<file path="src/rtl/dense_weight_streamer.sv">
// dense_weight_streamer: sequences one activation-stationary dot-product pass
// for a dense-layer MAC array. Each accepted activation triggers a read of one
// weight row; one cycle later the activation, the returned row, en_o and
// accumulate_o are presented to the array. After the last step the streamer
// waits for the array pipeline to drain and then pulses done_o.
module dense_weight_streamer #(
    parameter int N           = 16,
    parameter int EngineCount = 16,
    parameter int AddrW       = 16,
    parameter int MacLatency  = 1
) (
    input  logic                              clk_i,
    input  logic                              rst_i,
    input  logic                              start_i,
    input  logic [15:0]                       input_count_i,
    input  logic [AddrW-1:0]                  weight_base_i,
    input  logic                              act_valid_i,
    input  logic [N-1:0]                      act_data_i,
    output logic                              act_ready_o,
    output logic                              mem_rd_o,
    output logic [AddrW-1:0]                  mem_addr_o,
    input  logic [EngineCount*N-1:0]          mem_data_i,
    output logic [EngineCount-1:0][N-1:0]     value_o,
    output logic [EngineCount-1:0][N-1:0]     weight_o,
    output logic                              en_o,
    output logic                              accumulate_o,
    output logic                              busy_o,
    output logic                              done_o
);

    typedef enum logic [1:0] {
        IDLE,
        RUN,
        DRAIN,
        DONE
    } state_t;

    // Drain length: a non-empty pass waits for its last issue cycle plus
    // MacLatency; an empty pass has no issue cycle, so it waits one less.
    localparam int DW = $clog2(MacLatency + 2);
    localparam logic [DW-1:0] DRAIN_RUN   = DW'(MacLatency);
    localparam logic [DW-1:0] DRAIN_EMPTY = DW'((MacLatency > 0) ? (MacLatency - 1) : 0);

    state_t                          state;
    state_t                          state_next;
    logic [15:0]                     cnt;
    logic [15:0]                     issued;
    logic [AddrW-1:0]                addr;
    logic [DW-1:0]                   drain;
    logic                            handshake;
    logic                            issue_q;
    logic                            acc_q;
    logic [N-1:0]                    act_stage;
    logic [EngineCount-1:0][N-1:0]   weight_hold;

    // State register
    always_ff @(posedge clk_i) begin
        if (rst_i) begin
            state <= IDLE;
        end else begin
            state <= state_next;
        end
    end

    // Next-state decode
    always_comb begin
        state_next = state;
        case (state)
            IDLE: begin
                if (start_i) begin
                    state_next = (input_count_i == 16'd0) ? DRAIN : RUN;
                end
            end
            RUN: begin
                if (handshake && ((issued + 16'd1) == cnt)) begin
                    state_next = DRAIN;
                end
            end
            DRAIN: begin
                if (drain == '0) begin
                    state_next = DONE;
                end
            end
            DONE: begin
                state_next = IDLE;
            end
            default: begin
                state_next = IDLE;
            end
        endcase
    end

    // Control outputs: stream ready, weight read strobe/address, status
    always_comb begin
        act_ready_o = (state == RUN) && (issued != cnt);
        handshake   = act_ready_o && act_valid_i;
        mem_rd_o    = handshake;
        mem_addr_o  = handshake ? (addr + AddrW'(issued)) : '0;
        busy_o      = (state != IDLE);
        done_o      = (state == DONE);
    end

    // Pass bookkeeping: latched count/base, step counter, drain countdown
    always_ff @(posedge clk_i) begin
        if (rst_i) begin
            cnt    <= '0;
            addr   <= '0;
            issued <= '0;
            drain  <= '0;
        end else begin
            case (state)
                IDLE: begin
                    drain <= DRAIN_EMPTY;
                    if (start_i) begin
                        cnt    <= input_count_i;
                        addr   <= weight_base_i;
                        issued <= '0;
                    end
                end
                RUN: begin
                    drain <= DRAIN_RUN;
                    if (handshake) begin
                        issued <= issued + 16'd1;
                    end
                end
                DRAIN: begin
                    if (drain != '0) begin
                        drain <= drain - 1'b1;
                    end
                end
                default: begin
                end
            endcase
        end
    end

    // Issue stage: activation and first-step flag registered with the read,
    // presented alongside the returning weight row one cycle later
    always_ff @(posedge clk_i) begin
        if (rst_i) begin
            issue_q     <= 1'b0;
            acc_q       <= 1'b0;
            act_stage   <= '0;
            weight_hold <= '0;
        end else begin
            issue_q     <= handshake;
            weight_hold <= weight_o;
            if (handshake) begin
                act_stage <= act_data_i;
                acc_q     <= (issued != 16'd0);
            end
        end
    end

    // Array-facing outputs; weights pass straight from memory on issue cycles
    // and otherwise hold the last row presented
    always_comb begin
        en_o         = issue_q;
        accumulate_o = acc_q;
        weight_o     = issue_q ? mem_data_i : weight_hold;
        for (int unsigned i = 0; i < EngineCount; i++) begin
            value_o[i] = act_stage;
        end
    end

endmodule

</file>
<file path="config.mk">
export PLATFORM = sky130hd
export DESIGN_NAME = dense_weight_streamer
export DESIGN_NICKNAME = d
export VERILOG_FILES = /design/src/rtl/dense_weight_streamer.sv
export SDC_FILE = /design/constraint.sdc
export NUM_CORES = 1
export LEC_CHECK = 0
export ABC_CLOCK_PERIOD_IN_PS = 10000
export CAP_MARGIN = 10
export CORE_AREA = 2 2 332 334
export CTS_CLUSTER_SIZE = 16
export DETAILED_ROUTE_END_ITERATION = 6
export DIE_AREA = 0 0 334 336
export DONT_BUFFER_PORTS = 1
export GPL_TIMING_DRIVEN = 0
export PLACE_DENSITY = 0.3
export SYNTH_ARGS = -nofsm -noshare
export SYNTH_HDL_FRONTEND = slang
export SYNTH_SLANG_ARGS = --single-unit
</file>
<file path="constraint.sdc">
create_clock -name clk_i -period 10 [get_ports clk_i]
set_input_delay 2.5 -clock clk_i [delete_from_list [all_inputs] [get_ports clk_i]]
set_output_delay 2.5 -clock clk_i [all_outputs]
set_load 0.005 [all_outputs]
</file>
==> results.toml <==
[pwr]
pwr-share-seq_pct = 36.5
combPwrFrac_pct = 23.1
power.switching_mw = 1.27
p_total_mw = 4.11
leakagePower_nw = 7.74
internal-power_mw = 2.84
switching_share_pct = 30.9
pwr-share-clk_pct = 40.3
power_density_mw_per_mm2 = 214
ir_worst_vdd_uv = 110

[setup_path]
crit_fanout = 7
worstPathArrival_ns = 4.21
critical_path_class = "reg2out"
crit_path_start_kind = "flop"
worstPathRequired_ns = 7.50
end_kind = "primary output"

[timing]
finalClockSkew_ns = 0.00929
relSlewSlack_pct = 25.3
fin_hold_ws_ns = 0.459
worst_pin_slew_ns = 1.12
fin_crit_sh_pct = 67.1
hold_viol_final = 0
fmax_ghz = 0.149
period_needed_ns = 6.71
rsz0062_at_grt = "no"
drv_slew = 0
setup_tns_ns = 0
finalSetupViolCount = 0

[place]
port_buffers = 0
globalplace.congestion = 0.789
place_hpwl_mm = 51.6

[synthesis]
yosysSeqAreaShare_pct = 41.1
ys_types = 58
synth_top_area_share_pct = 41.1
synth.area.top_cells = "dfxtp_1 41%, mux2_2 18%, buf_4 12%, nor2b_1 10%, nand2_1 2.7%"
synthCells = 1617
async_flop_share_pct = 0
synth_edf_count = 0
ys_ff_latch = 326
synth_nets = 1949
synthDominantAreaCellType = "dfxtp_1"
synthFlopType = "dfxtp_1"
yosysWarnings = 0
avgSynthCellArea_sq_um = 9.83
syn_area_sq_mm = 0.0159

[final_layout]
area_growth_pct = 20.9
nNetsFinal = 1996
utilization_pct = 17.7
layout-drive-gt1-share_pct = 35.7

[detailed_routing]
drtIter0Drc = 417
route.detailed.drc = 0
vias = 11200
wl_mm = 63.5
viasPerCell = 3.59
final_antenna_net_count = 0
firstDrtPassIters = 4
wl_per_cell_microns = 20.4

[grt]
grt_max_degree = 18
grt_use_total_pct = 10.6
antenna_found_initial = 23
grt_pass1_vias = 11100
grt_pass1_wl_mm = 85.1
gr-total-overflow = 0

[clocking]
post_cts_buffers = 0
holdBufCountCts = 0
cts.clk_slew.worst_paths_ns = 0.06
cts_sinks = 326
cts_resized = 0
root_buffer = "clkbuf_16"
cts_tree = "built"
cts_made_buffers = 44
worstSkewPairLatency_ns = 0.59
htree_levels = 2
clk_path_buf_depth = 3

[status]
outcome = "complete, no violations"

[job]
maxCapViolCount = 0

[die]
io_pins = 842
core_sq_mm = 0.108
die-area_sq_mm = 0.112
die_x_microns = 334
die_h_microns = 336
num_rows = 121
start_util_pct = 14.7

[hold_path]
hold_path_class = "reg2reg"
cell type report:
| cell class | count | area, sq um |
|---|---|---|
| timing repair buffer | 1 | 15.0 |
| buffer | 332 | 2180 |
| multi-input combinational | 939 | 7110 |
| clock buffer | 61 | 1280 |
| antenna | 9 | 22.5 |
| clock inverter | 18 | 233 |
| tap | 1414 | 1770 |
| sequential | 326 | 6530 |
| fill | 12100 | 89200 |
| inverter | 20 | 75.1 |
registers in the layout (all words and copies together), names as in the netlist:
name          count
weight_hold     256
act_stage        16
addr             16
cnt              16
issued           16
drain             2
state             2
accumulate_o      1
en_o              1
kinds of logic (layout without fill, tap and decap cells):
group,after synthesis,count (layout),share of synthesized area [%]
and+or+nand+nor,483,483,16.7
buffers and inverters,352,432,14.2
DFF,326,326,41.1
muxes,260,260,18.4
AOI/OAI and AO/OA,122,122,4.92
xor gates and xnor gates,50,50,2.76
adders and majority gates,24,24,1.94
other,0,9,0
Yosys cell counts (4+ instances only):
cell         n
a2111oi_2    5
a211oi_1    11
a21o_1       4
a21oi_1     63
and3_1       5
buf_1        8
buf_2       13
buf_4      244
clkbuf_1    67
dfxtp_1    326
ha_1        23
inv_1       18
mux2_2     257
nand2_1    114
nand2b_1     5
nand3_1      6
nand4_1      6
nor2_1      48
nor2b_1    258
nor3_1       8
nor4_1       9
o21a_1       4
o21ai_0     15
o21bai_1     4
or3_1        4
xnor2_1     27
xor2_1      23
power groups by stage:
stage	clock, mW	sequential [mW]	combinational [mW]
detailed placement	0	1.53	0.978
CTS	1.74	1.51	0.980
floorplan	0	1.49	0.710
finish	1.66	1.50	0.950
global placement	0	1.53	0.980
global route	1.80	1.52	1.04
per-stage QoR:
step / worst slack (ns) / cell area (sq um) / std cells
6_report: 3.29 / 19200 / 3120
2_1_floorplan: 4.23 / 15900 / 1617
5_1_grt: 2.91 / 19200 / 3115
4_1_cts: 3.26 / 19200 / 3111
3_3_place_gp: 3.41 / 17700 / 3031
3_5_place_dp: 3.41 / 17700 / 3032
per-layer routing:
| layer | GRT usage [%] | share of wire, % | vias up |
|---|---|---|---|
| met5 | 0 | 0.22 | - |
| met4 | 4.49 | 3.6 | 20 |
| met3 | 4.74 | 11 | 108 |
| met2 | 19.1 | 51 | 587 |
| met1 | 10.6 | 34 | 5270 |
| li1 | - | - | 5211 |
layout by cell type, fill, tap and decap left out, types with 9 or more instances in the layout:
cell,netlist,final
xor2_1,23,23
buf_2,13,13
diode_2,0,9
inv_1,18,18
nor2b_1,258,258
nor4_1,9,9
o21ai_0,15,15
nor2_1,48,48
nand2_1,114,114
mux2_2,257,257
a21oi_1,63,63
ha_1,23,23
buf_4,244,244
xnor2_1,27,27
clkbuf_8,0,9
clkbuf_16,0,45
clkbuf_1,67,73
dfxtp_1,326,326
a211oi_1,11,11
path summary, 6_finish.rpt:
kind / cells past startpoint / start / to / slack (ns)
setup / recovery: 9 / issued[0] / mem_addr_o[14] / 3.29
hold / removal: 2 / addr[7] / addr[7] / 0.46
setup reg to reg: 9 / issued[0] / act_stage[1] / 6.41
hold reg to reg: 2 / addr[7] / addr[7] / 0.46
critical path, stage by stage, from the launching register on:
cell and delay (ns):
dfxtp_1 0.43, ha_1 0.31, fa_1 0.41, a21oi_1 0.37
o21ai_0 0.23, a2111oi_0 0.84, o21ai_0 0.29, a31oi_1 0.32
a21oi_1 0.13, mux2i_1 0.28
(Power assumes the default switching activity.)
